`src/rtl/maxpool_pkg.sv`:
```
// ---------------------------------------------------------------------------
// maxpool_pkg
// Shared types and helpers for the streaming binary max-pool.
//   out_dim()     : pooled dimension for a given input size and pool/stride
//                   (trailing pixels that do not fill a window are dropped)
//   used_dim()    : number of input pixels/rows that contribute to the output
//   mp_state_t    : output register state (FILL = empty, HOLD = row held)
// ---------------------------------------------------------------------------
package maxpool_pkg;

   // Window size and stride are equal, so any remainder is simply dropped.
   function automatic int out_dim(input int in_dim, input int pool);
      return in_dim / pool;
   endfunction

   // Input extent that is actually covered by complete windows.
   function automatic int used_dim(input int in_dim, input int pool);
      return (in_dim / pool) * pool;
   endfunction

   typedef enum logic {
      FILL = 1'b0,
      HOLD = 1'b1
   } mp_state_t;

endpackage

```
`src/rtl/maxpool_row_reduce.sv`:
```
// ---------------------------------------------------------------------------
// maxpool_row_reduce
// Combinational horizontal OR-reduction of one input row for all channels.
// Ports:
//   in_row [IC*IMG_IN_W-1:0] : bit c*IMG_IN_W+x is channel c, column x
//   red    [IC*OUT_W-1:0]    : bit c*OUT_W+x is the OR of the POOL columns
//                              x*POOL .. x*POOL+POOL-1 of channel c
// Trailing IMG_IN_W%POOL columns of each channel do not reach the output.
// ---------------------------------------------------------------------------
module maxpool_row_reduce
   import maxpool_pkg::*;
#(
   parameter  int IMG_IN_W = 28,
   parameter  int POOL     = 2,
   parameter  int IC       = 10,
   localparam int OUT_W    = out_dim(IMG_IN_W, POOL)
) (
   input  logic [IC*IMG_IN_W-1:0] in_row,
   output logic [IC*OUT_W-1:0]    red
);

   localparam int TAIL = IMG_IN_W - used_dim(IMG_IN_W, POOL);

   // OR every window of POOL adjacent columns into one pooled column.
   always_comb begin
      red = '0;
      for (int c = 0; c < IC; c++) begin
         for (int x = 0; x < OUT_W; x++) begin
            for (int k = 0; k < POOL; k++) begin
               red[c*OUT_W + x] = red[c*OUT_W + x] | in_row[c*IMG_IN_W + x*POOL + k];
            end
         end
      end
   end

   // Trailing columns are intentionally ignored; fold them into a named sink
   // so that dropping them is visibly deliberate.
   generate
      if (TAIL > 0) begin : g_tail
         logic [IC-1:0] unused_tail;
         for (genvar c = 0; c < IC; c++) begin : g_ch
            assign unused_tail[c] = ^in_row[c*IMG_IN_W + used_dim(IMG_IN_W, POOL) +: TAIL];
         end
      end
   endgenerate

endmodule

```
`src/rtl/maxpool_stream.sv`:
```
// ---------------------------------------------------------------------------
// maxpool_stream
// Row-serial binary max-pool: accepts one input row (all channels) per beat,
// ORs POOLxPOOL windows with stride POOL and emits one pooled row for every
// POOL input rows.  Trailing rows/columns that do not fill a window are
// consumed and dropped.
// Ports:
//   clk, rst          : rising-edge clock, synchronous active-high reset
//   in_valid/in_ready : input row handshake (in_ready is combinational)
//   in_row            : bit c*IMG_IN_W+x is channel c, column x
//   out_valid/out_ready : pooled row handshake
//   out_row           : bit c*OUT_W+x is channel c, pooled column x
//   out_last          : marks the final pooled row of a frame
// Optional build macro MAXPOOL_STREAM_FRAME_CHECK_EN adds:
//   in_last           : end-of-frame marker travelling with in_row
//   frame_err         : sticky flag, set when in_last disagrees with the count;
//                       an early in_last also restarts the frame
// ---------------------------------------------------------------------------
module maxpool_stream
   import maxpool_pkg::*;
#(
   parameter  int IMG_IN_W = 28,
   parameter  int IMG_IN_H = 28,
   parameter  int POOL     = 2,
   parameter  int IC       = 10,
   localparam int OUT_W    = out_dim(IMG_IN_W, POOL),
   localparam int OUT_H    = out_dim(IMG_IN_H, POOL)
) (
   input  logic                   clk,
   input  logic                   rst,
`ifdef MAXPOOL_STREAM_FRAME_CHECK_EN
   input  logic                   in_last,
   output logic                   frame_err,
`endif
   input  logic                   in_valid,
   output logic                   in_ready,
   input  logic [IC*IMG_IN_W-1:0] in_row,
   output logic                   out_valid,
   input  logic                   out_ready,
   output logic [IC*OUT_W-1:0]    out_row,
   output logic                   out_last
);

   localparam int RC_W      = (IMG_IN_H > 1) ? $clog2(IMG_IN_H) : 1;
   localparam int PH_W      = $clog2(POOL);
   localparam int USED_ROWS = used_dim(IMG_IN_H, POOL);

   localparam logic [RC_W-1:0] LAST_ROW  = RC_W'(IMG_IN_H - 1);
   localparam logic [RC_W-1:0] LAST_USED = RC_W'(USED_ROWS - 1);
   localparam logic [PH_W-1:0] LAST_PH   = PH_W'(POOL - 1);

   mp_state_t           state_q, state_d;
   logic [RC_W-1:0]     row_cnt_q, row_cnt_d;
   logic [PH_W-1:0]     ph_q, ph_d;
   logic [IC*OUT_W-1:0] acc_q, acc_d;
   logic [IC*OUT_W-1:0] out_row_q, out_row_d;
   logic                out_last_q, out_last_d;
   logic [IC*OUT_W-1:0] red;
   logic                accept, emit, in_range, complete, resync;

   maxpool_row_reduce #(
      .IMG_IN_W (IMG_IN_W),
      .POOL     (POOL),
      .IC       (IC)
   ) u_reduce (
      .in_row (in_row),
      .red    (red)
   );

   assign out_valid = (state_q == HOLD);
   assign out_row   = out_row_q;
   assign out_last  = out_last_q;

   // A new row fits whenever the output slot is empty or is being drained.
   assign in_ready  = !out_valid || out_ready;
   assign accept    = in_valid && in_ready;
   assign emit      = out_valid && out_ready;

   // Rows past the last complete window band are swallowed without output.
   assign in_range  = int'(row_cnt_q) < USED_ROWS;
   assign complete  = accept && in_range && (ph_q == LAST_PH);

`ifdef MAXPOOL_STREAM_FRAME_CHECK_EN
   logic frame_err_q, frame_err_d;

   assign frame_err = frame_err_q;
   assign resync    = accept && in_last && (row_cnt_q != LAST_ROW);

   // Sticky: any accepted row whose marker disagrees with the count flags it.
   always_comb begin
      frame_err_d = frame_err_q;
      if (accept && (in_last != (row_cnt_q == LAST_ROW))) begin
         frame_err_d = 1'b1;
      end
   end

   always_ff @(posedge clk) begin
      if (rst) frame_err_q <= 1'b0;
      else     frame_err_q <= frame_err_d;
   end
`else
   assign resync = 1'b0;
`endif

   // Row counter, phase counter and vertical accumulator.  The phase counter
   // restarts with the row counter so a frame height that is not a multiple
   // of POOL still starts each frame at phase 0.
   always_comb begin
      row_cnt_d = row_cnt_q;
      ph_d      = ph_q;
      acc_d     = acc_q;
      if (accept) begin
         if ((row_cnt_q == LAST_ROW) || resync) begin
            row_cnt_d = '0;
            ph_d      = '0;
         end else begin
            row_cnt_d = row_cnt_q + RC_W'(1);
            ph_d      = (ph_q == LAST_PH) ? '0 : ph_q + PH_W'(1);
         end
         if (resync || complete || !in_range) begin
            acc_d = '0;
         end else if (ph_q == '0) begin
            acc_d = red;
         end else begin
            acc_d = acc_q | red;
         end
      end
   end

   // Output slot: a completing row always (re)loads it, so a drain and a
   // completion in the same cycle keep out_valid high with no bubble.
   always_comb begin
      state_d    = state_q;
      out_row_d  = out_row_q;
      out_last_d = out_last_q;
      if (complete) begin
         state_d    = HOLD;
         out_row_d  = acc_q | red;
         out_last_d = (row_cnt_q == LAST_USED);
      end else if (emit) begin
         state_d    = FILL;
         out_last_d = 1'b0;
      end
   end

   always_ff @(posedge clk) begin
      if (rst) begin
         state_q    <= FILL;
         row_cnt_q  <= '0;
         ph_q       <= '0;
         acc_q      <= '0;
         out_row_q  <= '0;
         out_last_q <= 1'b0;
      end else begin
         state_q    <= state_d;
         row_cnt_q  <= row_cnt_d;
         ph_q       <= ph_d;
         acc_q      <= acc_d;
         out_row_q  <= out_row_d;
         out_last_q <= out_last_d;
      end
   end

endmodule
```
`config.mk`:
```
export PLATFORM = sky130hd
export DESIGN_NAME = maxpool_stream
export DESIGN_NICKNAME = d
export VERILOG_FILES = /design/src/rtl/maxpool_pkg.sv /design/src/rtl/maxpool_row_reduce.sv /design/src/rtl/maxpool_stream.sv
export SDC_FILE = /design/constraint.sdc
export NUM_CORES = 1
export LEC_CHECK = 0
export ABC_AREA = 1
export CORE_MARGIN = 4
export CORE_UTILIZATION = 47
export CTS_CLUSTER_DIAMETER = 60
export DETAILED_ROUTE_END_ITERATION = 12
export HOLD_SLACK_MARGIN = 0.12
export PLACE_DENSITY = 0.82
export SLEW_MARGIN = 20
export SYNTH_ARGS = -nofsm -noshare
export SYNTH_HDL_FRONTEND = slang
export SYNTH_SLANG_ARGS = --single-unit
```
`constraint.sdc`:
```
create_clock -name clk -period 1.7 [get_ports clk]
set_clock_uncertainty 0.05 [all_clocks]
set_input_delay 0.255 -clock clk [delete_from_list [all_inputs] [get_ports clk]]
set_output_delay 0.255 -clock clk [all_outputs]
set_load 0.1 [all_outputs]
```
# [After elaboration in Yosys (flattened, before gate mapping)]
# Index checks and enable logic that the tools add are counted.
[classes] bitwise_logic=141 n_eq_ne=1 order_cmp=1 add_sub_neg=2 mux=8 reduce_logical=9
[op_table] op="$mux 140" n=2
[op_table] op="$or 1x1->1" n=140
[op_table] op="$or 140x140->140" n=1
[op_table] op="$add 5x1->5 const B" n=1
[op_table] op="$eq 5x5->1 const B" n=1
[op_table] op="$lt 5x5->1 const B" n=1
[op_table] op="$mux 1" n=5
[op_table] op="$mux 5" n=1
[op_table] op="$logic_and 1x1->1" n=4
[op_table] op="$logic_not 1->1" n=2
[op_table] op="$logic_or 1x1->1" n=2
[op_table] op="$reduce_bool 2->1" n=1
[op_table] op="$add 1x1->1 const B" n=1
[word_totals] reg_bits=288 wordCells=168 input_bits=284 out_inout_bits=143

# [Longest topological paths before layout]
# Gate-level depths: netlist of run 1.
[depth] depth_word=7 ltp_mapped=8 mapped_depth_nobuf=7

# [Cells and area by module]
# From an unflattened synthesis of run 1, not the netlist that was laid out.
[hier_totals] hier_cells=2004 hier_area_um2=12858.6
[by_module_without_submodules] module="maxpool_stream" seq_area_each_um2=5765.5 instances=1 cells_per_inst=1584 area_each_um2=11282.1
[by_module_without_submodules] module="maxpool_row_reduce" seq_area_each_um2=0.0 instances=1 cells_per_inst=420 area_each_um2=1576.5

# [Worst setup path after synthesis of run 1]
# Ideal clock, no wire load.
[synth_timing] path_kind="register -> register" start="register state_q, in the netlist out_valid" end="register state_q, in the netlist out_valid" period_less_slack_ns=2.908 setup_time_ns=0.157 n_path_buf=3 t_arrival_ns=2.701 stages_incl_launch_ff=7 slack_ns=-1.208 t_required_ns=1.493 cell_sequence="dfxtp_1 -> nand2_1 -> nand4_1 -> buf_4 -> buf_6 -> buf_4 -> a21oi_1"
[synth_via] elab_chain_cells=6 word_cells_on_any_way=8 cone_classes="mux (1); reduce/logical (7)"
[synth_lines] element="start: declaration" line="maxpool_stream.sv:52" rtl="mp_state_t state_q, state_d;"
[synth_lines] element="start signal: assignment" line="maxpool_stream.sv:155" rtl="state_q <= state_d;"
[synth_lines] element="$logic_not 1->1 (*)" line="maxpool_stream.sv:75" rtl="assign in_ready = !out_valid || out_ready;"
[synth_lines] element="$logic_or 1x1->1 (*)" line="maxpool_stream.sv:75"
[synth_lines] element="net in_ready" line="maxpool_stream.sv:36" rtl="output logic in_ready,"
[synth_lines] element="$logic_and 1x1->1 (*)" line="maxpool_stream.sv:76" rtl="assign accept = in_valid && in_ready;"
[synth_lines] element="$logic_and 1x1->1 (*) (2 in series)" line="maxpool_stream.sv:81" rtl="assign complete = accept && in_range && (ph_q == LAST_PH);"
[synth_lines] element="$mux 1 / $reduce_bool 2->1 (equally long branches)"
# Mark *: on every way through the listed nets, which the timed path passes. The rest lies on a longest branch.
# A chain may end at the register's enable or synchronous reset.

# [Worst setup path in the final report of run 1]
[layout_timing] start="register state_q, in the netlist out_valid" end="output in_ready"
[layout_via] elab_chain_cells=2
[layout_lines] element="$logic_not 1->1" line="maxpool_stream.sv:75"
[layout_lines] element="$logic_or 1x1->1" line="maxpool_stream.sv:75"
[layout_lines] element="end: declaration" line="maxpool_stream.sv:36"
# No other way between the ends.

==> results of run 1 <==
cell families after synthesis:
family | synth area share [%]
compound gates | 5.795
fa+ha+maj | 0.09577
buf+inv | 8.611
flops | 44.14
simple gates | 41.36
metrics by stage:
stage,instance area [um2],hold slack [ps],utilization (%),worst slack [ps],power [mW]
floorplan,13070,389.4,-,54.34,10.42
global placement,19350,395.7,71.20,-119.7,12.46
detailed placement,19350,400.5,71.20,-182.5,12.58
CTS,20340,375.7,74.85,39.53,19.16
global route,20340,425.3,74.85,-1.151,19.72
finish,20340,393.3,74.85,62.90,19.04
report_power, final:
group | internal (mW) | switching, mW | leakage [nW] | total (mW)
Sequential | 7.22 | 0.344 | 2.37 | 7.56
Combinational | 2.09 | 2.81 | 5.99 | 4.89
Clock | 3.93 | 2.65 | 0.489 | 6.58
cells in the final DEF (no fill, tap or decap):
| cell | count |
|---|---|
| sky130_fd_sc_hd__clkbuf_8 | 4 |
| sky130_fd_sc_hd__nor2_1 | 291 |
| sky130_fd_sc_hd__dfxtp_1 | 287 |
| sky130_fd_sc_hd__nand2_1 | 438 |
| sky130_fd_sc_hd__ha_1 | 1 |
| sky130_fd_sc_hd__buf_4 | 35 |
| sky130_fd_sc_hd__nand3_4 | 1 |
| sky130_fd_sc_hd__dlygate4sd3_1 | 1 |
| sky130_fd_sc_hd__bufinv_16 | 3 |
| sky130_fd_sc_hd__or2_2 | 278 |
| sky130_fd_sc_hd__a21boi_0 | 1 |
| sky130_fd_sc_hd__nand3_1 | 3 |
| sky130_fd_sc_hd__clkbuf_16 | 31 |
| sky130_fd_sc_hd__clkdlybuf4s50_1 | 282 |
| sky130_fd_sc_hd__inv_2 | 1 |
| sky130_fd_sc_hd__inv_4 | 2 |
| sky130_fd_sc_hd__or2_1 | 1 |
| sky130_fd_sc_hd__clkinv_2 | 7 |
| sky130_fd_sc_hd__dfxtp_4 | 1 |
| sky130_fd_sc_hd__a21oi_1 | 146 |
| sky130_fd_sc_hd__inv_1 | 146 |
| sky130_fd_sc_hd__buf_12 | 163 |
| sky130_fd_sc_hd__o21ai_0 | 2 |
| sky130_fd_sc_hd__nand4_1 | 142 |
| sky130_fd_sc_hd__nand2_4 | 2 |
| sky130_fd_sc_hd__a21oi_4 | 1 |
| sky130_fd_sc_hd__clkbuf_1 | 7 |
critical path: stages, from the launching register on:
cell	delay, ps
sky130_fd_sc_hd__dfxtp_4	400
sky130_fd_sc_hd__nand2_4	60
sky130_fd_sc_hd__buf_4	160
sky130_fd_sc_hd__buf_12	160
state kept, by name, indices dropped and copies added, names as in the netlist:
signal	count
out_valid	1
row_cnt_q	5
out_row	140
ph_q	1
acc_q	140
out_last	1
timing repair:
action | 4_1_cts | 5_1_grt
hold endpoints to repair | 27 | 0
hold buffers | 1 | 0
endpoints found under the setup margin | 0 | 1
per-layer routing:
metal  vias to the layer above  global-route usage, %  wire length, um
met5                         -                      0                0
met4                         0                  9.984             1676
met3                       106                  6.296             3407
met2                       548                  48.83            21700
met1                      6247                  28.61            15400
li1                       6611                      -                -
cell type report:
class / instances / area, um2 / share of cell area, %
Clock buffer: 42 / 857.1 / 4.213
Clock inverter: 10 / 125.1 / 0.6151
Inverter: 149 / 564.3 / 2.774
Multi-Input combinational cell: 1307 / 6202 / 30.49
Sequential cell: 288 / 5769 / 28.36
Tap cell: 372 / 465.4 / 2.288
Timing Repair Buffer: 481 / 6359 / 31.26
worst paths after layout:
path	startpoint	to	slack (ps)	cells after the start
worst max-delay path	out_valid$_SDFFE_PP0P_	in_ready	60	3
worst min-delay path	out_ready	out_last$_SDFFE_PP0P_	390	4
worst max register to register	row_cnt_q[3]$_SDFFE_PP0P_	out_row[80]$_SDFFE_PP0P_	120	7
worst min register to register	acc_q[47]$_SDFFE_PP0P_	acc_q[47]$_SDFFE_PP0P_	410	2
==> impl_results.rst, run 1 <==
.. list-table::
   :header-rows: 1

   * - Metric
     - Value
   * - Biggest area contributors in the synthesized netlist
     - sky130_fd_sc_hd__dfxtp_1 44%, sky130_fd_sc_hd__or2_2 13%, sky130_fd_sc_hd__nand2_1 13%, sky130_fd_sc_hd__nor2_1 8.4%, sky130_fd_sc_hd__nand4_1 6.8%
   * - Ranking of synthesized cells by instance count
     - 440 x sky130_fd_sc_hd__nand2_1, 291 x sky130_fd_sc_hd__nor2_1, 288 x sky130_fd_sc_hd__dfxtp_1
   * - Fraction of final layout cells sized beyond drive strength 1
     - 23.23%
   * - Critical Path End Type
     - output pin
   * - Total Routing Usage GR
     - 26.18%
   * - Remaining antenna violation count after routing
     - 0
   * - Site row count
     - 60
   * - Highest attainable clock frequency
     - 610.8 MHz
   * - Critical path launch point type
     - flop
   * - Initial DRC count
     - 891
   * - GR Overflow Total
     - 0
   * - Power density over cell area
     - 936.1 nW/um2
   * - Type of the worst setup path
     - reg -> out
   * - Most used flip-flop cell after synthesis
     - sky130_fd_sc_hd__dfxtp_1
   * - Count of buffers inserted at the top-level ports
     - 426
   * - Total detailed-routing wirelength
     - 42.19 mm
   * - Height of the chip
     - 174.7 um
   * - Longest Clk Path Bufs
     - 3
   * - Synth top area share
     - 44.14%
   * - Data required time of the critical path
     - 1390 ps
   * - Clock slew seen by the registers of the worst setup and hold paths
     - 60 ps
   * - Placed insts
     - 2596
   * - Number of hold-slack violations in the final timing report
     - 0
   * - Run status
     - completed
   * - Max-capacitance violation count
     - 0
   * - Non-filler cells in the finished layout
     - 2649
   * - Clock buffers created by TritonCTS
     - 31
   * - Arrival time of the worst setup path
     - 1330 ps
   * - First-pass GRT wire length
     - 66.85 mm
   * - Mapped Avg Cell Area
     - 6.997 um2
   * - Maximum fanout along the worst path
     - 4
   * - Largest vdd supply drop
     - 0.6228 mV
   * - Die W
     - 174.7 um
   * - Post-Syn Area
     - 13060 um2
   * - Final Slew Violations
     - 0
   * - Drt drc
     - 0
   * - Fill cell count
     - 1969
   * - Synthesized netlist net count
     - 2152
   * - Leading area contributor after synthesis
     - sky130_fd_sc_hd__dfxtp_1
   * - Worst hold path type
     - in -> reg
   * - Standby leakage power
     - 8.849 nW
   * - Cells after Synth
     - 1867
   * - Setup Fix Bufs, Post-CTS
     - 0
   * - Total Nets Final
     - 2543
   * - Worst slew margin relative to its limit
     - 71.59%
   * - Worst-margin pin slew
     - 426.1 ps
   * - Unrepaired setup endpoints after global routing
     - true
   * - Aggregate negative setup slack
     - 0 ps
   * - Count of warnings emitted by yosys
     - 0
   * - Antenna Diode Count
     - 0
   * - Netlist cell types
     - 21
   * - Root Buffer Master
     - sky130_fd_sc_hd__clkbuf_16
   * - HPWL Detailed
     - 30.13 mm
   * - Via density
     - 5.101
   * - Post-cts sizing count
     - 0
   * - CTS tree
     - yes
   * - Detailed-route via count
     - 13.51k
   * - Number of top-level pins
     - 427
   * - Number of flops mapped to enable cells by yosys
     - 0
   * - Layout-stage area growth over the synthesis result
     - 55.73%
   * - Most used standard cell by instance count after synthesis
     - sky130_fd_sc_hd__nand2_1
   * - Core outline area
     - 27180 um2
   * - Number of antenna violations at the first check in global routing
     - 0
   * - Number of global-route vias before repair
     - 13.48k
   * - Initial core utilization
     - 48.07%
   * - Pin count of the biggest net entering global routing
     - 77
   * - Die footprint
     - 30520 um2
   * - Minimum clock period
     - 1637 ps
   * - Number of register bits inferred by synthesis
     - 288
   * - Clk sink count
     - 288
   * - Total of endpoints with negative setup slack in the final report
     - 0
   * - Clock latency on the worst-skew pair
     - 540 ps
   * - Final critical-path share of the clock period
     - 96.30%
   * - Number of optimization iterations in the first detailed-route pass
     - 5
   * - Ys async rst share
     - 0%
   * - Sequential fraction of the synthesis area
     - 44.14%
   * - Mean routed wirelength per cell
     - 15.93 um
   * - H-Tree Depth
     - 1
   * - Final RePlAce weighted congestion
     - 0.8265
(Power assumes the default switching activity.)
==> run 2, diff against run 1 <==
- CORE_UTILIZATION: 47 -> 48
- CTS_BUF_LIST: not set -> sky130_fd_sc_hd__clkbuf_4 sky130_fd_sc_hd__clkbuf_8
- PLACE_DENSITY: 0.82 -> 0.83
==> impl_results.rst, run 2 (synthesis gave the netlist of run 1 again) <==
.. list-table::
   :header-rows: 1

   * - Metric
     - Value
   * - Total Nets Final
     - 2540 (-0.12%)
   * - Final Worst Setup Slack
     - 85.66 ps (+22.76 ps)
   * - GR Overflow Total
     - 0 (unchanged)
   * - Internal power consumption
     - 13.05 mW (-1.4%)
   * - Arrival time of the worst setup path
     - 1310 ps (-20 ps)
   * - Final critical-path share of the clock period
     - 94.96% (-1.3 points)
   * - Worst Hold Depth
     - 4 (unchanged)
   * - Hold Crit Endpoint
     - out_last$_SDFFE_PP0P_
   * - Longest Clk Path Bufs
     - 3 (unchanged)
   * - Layout-stage area growth over the synthesis result
     - 54.86%
   * - Share of power burned in combinational logic
     - 25.6% (about the same)
   * - Final RePlAce weighted congestion
     - 0.8105 (-1.9%)
   * - H-Tree Depth
     - 2 (+1)
   * - Most frequent cells in the layout
     - 438 x sky130_fd_sc_hd__nand2_1, 291 x sky130_fd_sc_hd__nor2_1, 286 x sky130_fd_sc_hd__dfxtp_1
   * - Remaining antenna violation count after routing
     - 0 (unchanged)
   * - Type of the worst setup path
     - reg -> out
   * - Count of buffers inserted at the top-level ports
     - 426 (unchanged)
   * - Cell type of the slowest stage on the worst timing path
     - sky130_fd_sc_hd__dfxtp_4
   * - Worst-margin pin slew
     - 568.4 ps (+142.3 ps)
   * - Cell-by-cell listing of the critical path
     - nand2_4 > buf_4 > buf_12
   * - Run status
     - completed
   * - Highest Signal Layer
     - met5
   * - Number of optimization iterations in the first detailed-route pass
     - 6 (+1)
   * - Most common library cell in the layout ignoring fill and taps
     - sky130_fd_sc_hd__nand2_1
   * - Number of top-level pins
     - 427 (unchanged)
   * - Detailed-route wire length on metal 1
     - 15.69 mm (+1.9%)
   * - Via density
     - 5.134 (+0.65%)
   * - CTS tree
     - yes
   * - Clock buffers created by TritonCTS
     - 47 (+52%)
   * - Clock latency on the worst-skew pair
     - 540 ps (about the same)
   * - Die W
     - 173.0 um (-1.0%)
   * - Site row count
     - 60 (unchanged)
   * - WP buf/inv
     - 2 (unchanged)
   * - Minimum clock period
     - 1614 ps (-22.76 ps)
   * - Number of antenna violations at the first check in global routing
     - 3 (+3)
   * - Fill cell count
     - 1861 (-5.5%)
   * - Share of the core filled with cells in the final layout
     - 75.27% (+0.41 points)
   * - Aggregate negative setup slack
     - 0 ps (unchanged)
   * - Total of endpoints with negative setup slack in the final report
     - 0 (unchanged)
   * - Critical Path Start
     - out_valid$_SDFFE_PP0P_
   * - Max-capacitance violation count
     - 0 (unchanged)
   * - Maximum fanout along the worst path
     - 4 (unchanged)
   * - Data required time of the critical path
     - 1390 ps (about the same)
   * - Total detailed-routing wirelength
     - 42.80 mm (+1.4%)
   * - First-pass GRT wire length
     - 67.60 mm (+1.1%)
   * - Number of global-route vias before repair
     - 13.77k (+2.2%)
   * - Initial core utilization
     - 48.60% (+0.54 points)
   * - Initial DRC count
     - 932 (+4.6%)
   * - Largest vdd supply drop
     - 0.5909 mV (-5.1%)
   * - Power density over cell area
     - 936.3 nW/um2 (about the same)
   * - Standby leakage power
     - 8.836 nW (-0.15%)
   * - Met3 WL post-DR
     - 3.234 mm (-5.1%)
   * - Core outline area
     - 26880 um2 (-1.1%)
   * - Part of the power in registers
     - 39.9% (+0.2 points)
   * - Clk sink count
     - 288 (unchanged)
   * - Post-Place Setup Slack
     - -244.1 ps (-61.57 ps)
   * - Share of total power consumed by net switching
     - 31.08% (+0.63 points)
   * - Clock slew seen by the registers of the worst setup and hold paths
     - 70 ps (about the same)
   * - Post-route cell area
     - 20230 um2 (-0.56%)
   * - Fraction of final layout cells sized beyond drive strength 1
     - 24.08% (+0.85 points)
   * - Critical Path End Type
     - output pin
   * - Worst reg2reg path startpoint
     - row_cnt_q[2]$_SDFFE_PP0P_
   * - Critical path launch point type
     - flop
   * - Sequential standard cell area
     - 5771 um2 (about the same)
   * - Source of the worst hold timing path
     - out_ready
   * - Final Slew Violations
     - 0 (unchanged)
   * - Mean routed wirelength per cell
     - 16.24 um (+2.0%)
   * - Pin count of the biggest net entering global routing
     - 96 (+25%)
   * - Highest attainable clock frequency
     - 619.5 MHz (+1.4%)
   * - Die footprint
     - 29920 um2 (-2.0%)
   * - Met2 layer wire length in the routed design
     - 22.20 mm (+2.3%)
   * - Height of the chip
     - 173.0 um (-1.0%)
   * - Worst hold path type
     - in -> reg
   * - Unrepaired setup endpoints after global routing
     - false
   * - Slack of the worst reg-to-reg path
     - 120 ps (about the same)
   * - Worst slew margin relative to its limit
     - 62.11% (-9.5 points)
   * - Root Buffer Master
     - sky130_fd_sc_hd__clkbuf_8
   * - Depth of the worst register-to-register path
     - 5 (-2)
   * - Total Routing Usage GR
     - 26.99% (+0.82 points)
   * - Drt drc
     - 0 (unchanged)
   * - Top cell family by delay on the critical path
     - flip-flops
   * - Reg2Reg Capture Point
     - acc_q[122]$_SDFFE_PP0P_
   * - P_sw
     - 5.887 mW (+1.5%)
   * - Detailed-route via count
     - 13.53k (+0.12%)
   * - Instance area at placement
     - 19160 um2 (-0.98%)
   * - Multi-input gate area in the final layout
     - 6202 um2 (unchanged)
   * - Number of hold-slack violations in the final timing report
     - 0 (unchanged)
   * - Slowest stage delay, CP
     - 360 ps (-40 ps)
   * - Share of total power in the clock network
     - 34.4% (-0.2 points)
   * - HPWL Detailed
     - 29.42 mm (-2.4%)
==> run 2: changes by cell type in the layout (fill, tap and decap cells not counted), sizes merged <==
| cell | change |
|---|---|
| clkbuf | +34 |
| diode | +2 |
| bufinv | -1 |
| buf | -19 |
| clkinvlp | +1 |
==> run 2: worst max-delay path by stage <==
stage	slack, ps	end	depth (start not counted)
after floorplan	50	out_valid$_SDFFE_PP0P_	6
after global placement	-170	out_row[31]$_SDFFE_PP0P_	8
after detailed placement	-240	out_row[7]$_SDFFE_PP0P_	9
after CTS	50	in_ready	3
after global routing	30	out_row[128]$_SDFFE_PP0P_	7
final	90	in_ready	3
==> run 2: layer usage <==
metal / vias up / GRT usage (%)
met5: - / 0
met4: 2 / 11.21
met3: 92 / 7.040
met2: 515 / 50.63
met1: 6311 / 28.58
li1: 6608 / -
==> run 2: cell type report <==
class                           count  share of cell area, %
Tap cell                          341                  2.109
Antenna cell                        2                0.02474
Sequential cell                   288                  28.53
Multi-Input combinational cell   1307                  30.66
Timing Repair Buffer              462                  30.77
Clock buffer                       76                  4.614
Inverter                          149                  2.790
Clock inverter                     10                 0.5072
==> run 2: worst min-delay path, delay by kind of cell <==
family	cells	cell delay (ps)
AOI/OAI and AO/OA	1	80
buffers and inverters	1	470
and+or+nand+nor	2	150
==> run 2: timing repair <==
action	in CTS	in global routing
setup buffers	1	0
gates cloned	0	0
hold endpoints to repair	3	0
hold buffers	1	0
endpoints found under the setup margin	1	1
resized for setup	0	2
==> run 2: metrics by stage <==
step / std cells / total power, mW / hold slack [ps]
final: 2635 / 18.94 / 403.1
after global routing: 2635 / 19.68 / 414.9
after CTS: 2633 / 19.05 / 365.5
after detailed placement: 2545 / 12.54 / 401.5
after global placement: 2545 / 12.41 / 396.3
after floorplan: 1867 / 10.42 / 389.4
==> run 2: power groups by stage <==
| stage | Clock [mW] | Sequential, mW | Combinational [mW] |
|---|---|---|---|
| 6_report | 6.52 | 7.56 | 4.86 |
| 5_1_grt | 6.94 | 7.61 | 5.14 |
| 4_1_cts | 6.62 | 7.56 | 4.87 |
| 3_3_place_gp | 0 | 7.67 | 4.74 |
| 2_1_floorplan | 0 | 9.04 | 1.38 |
| 3_5_place_dp | 0 | 7.70 | 4.83 |
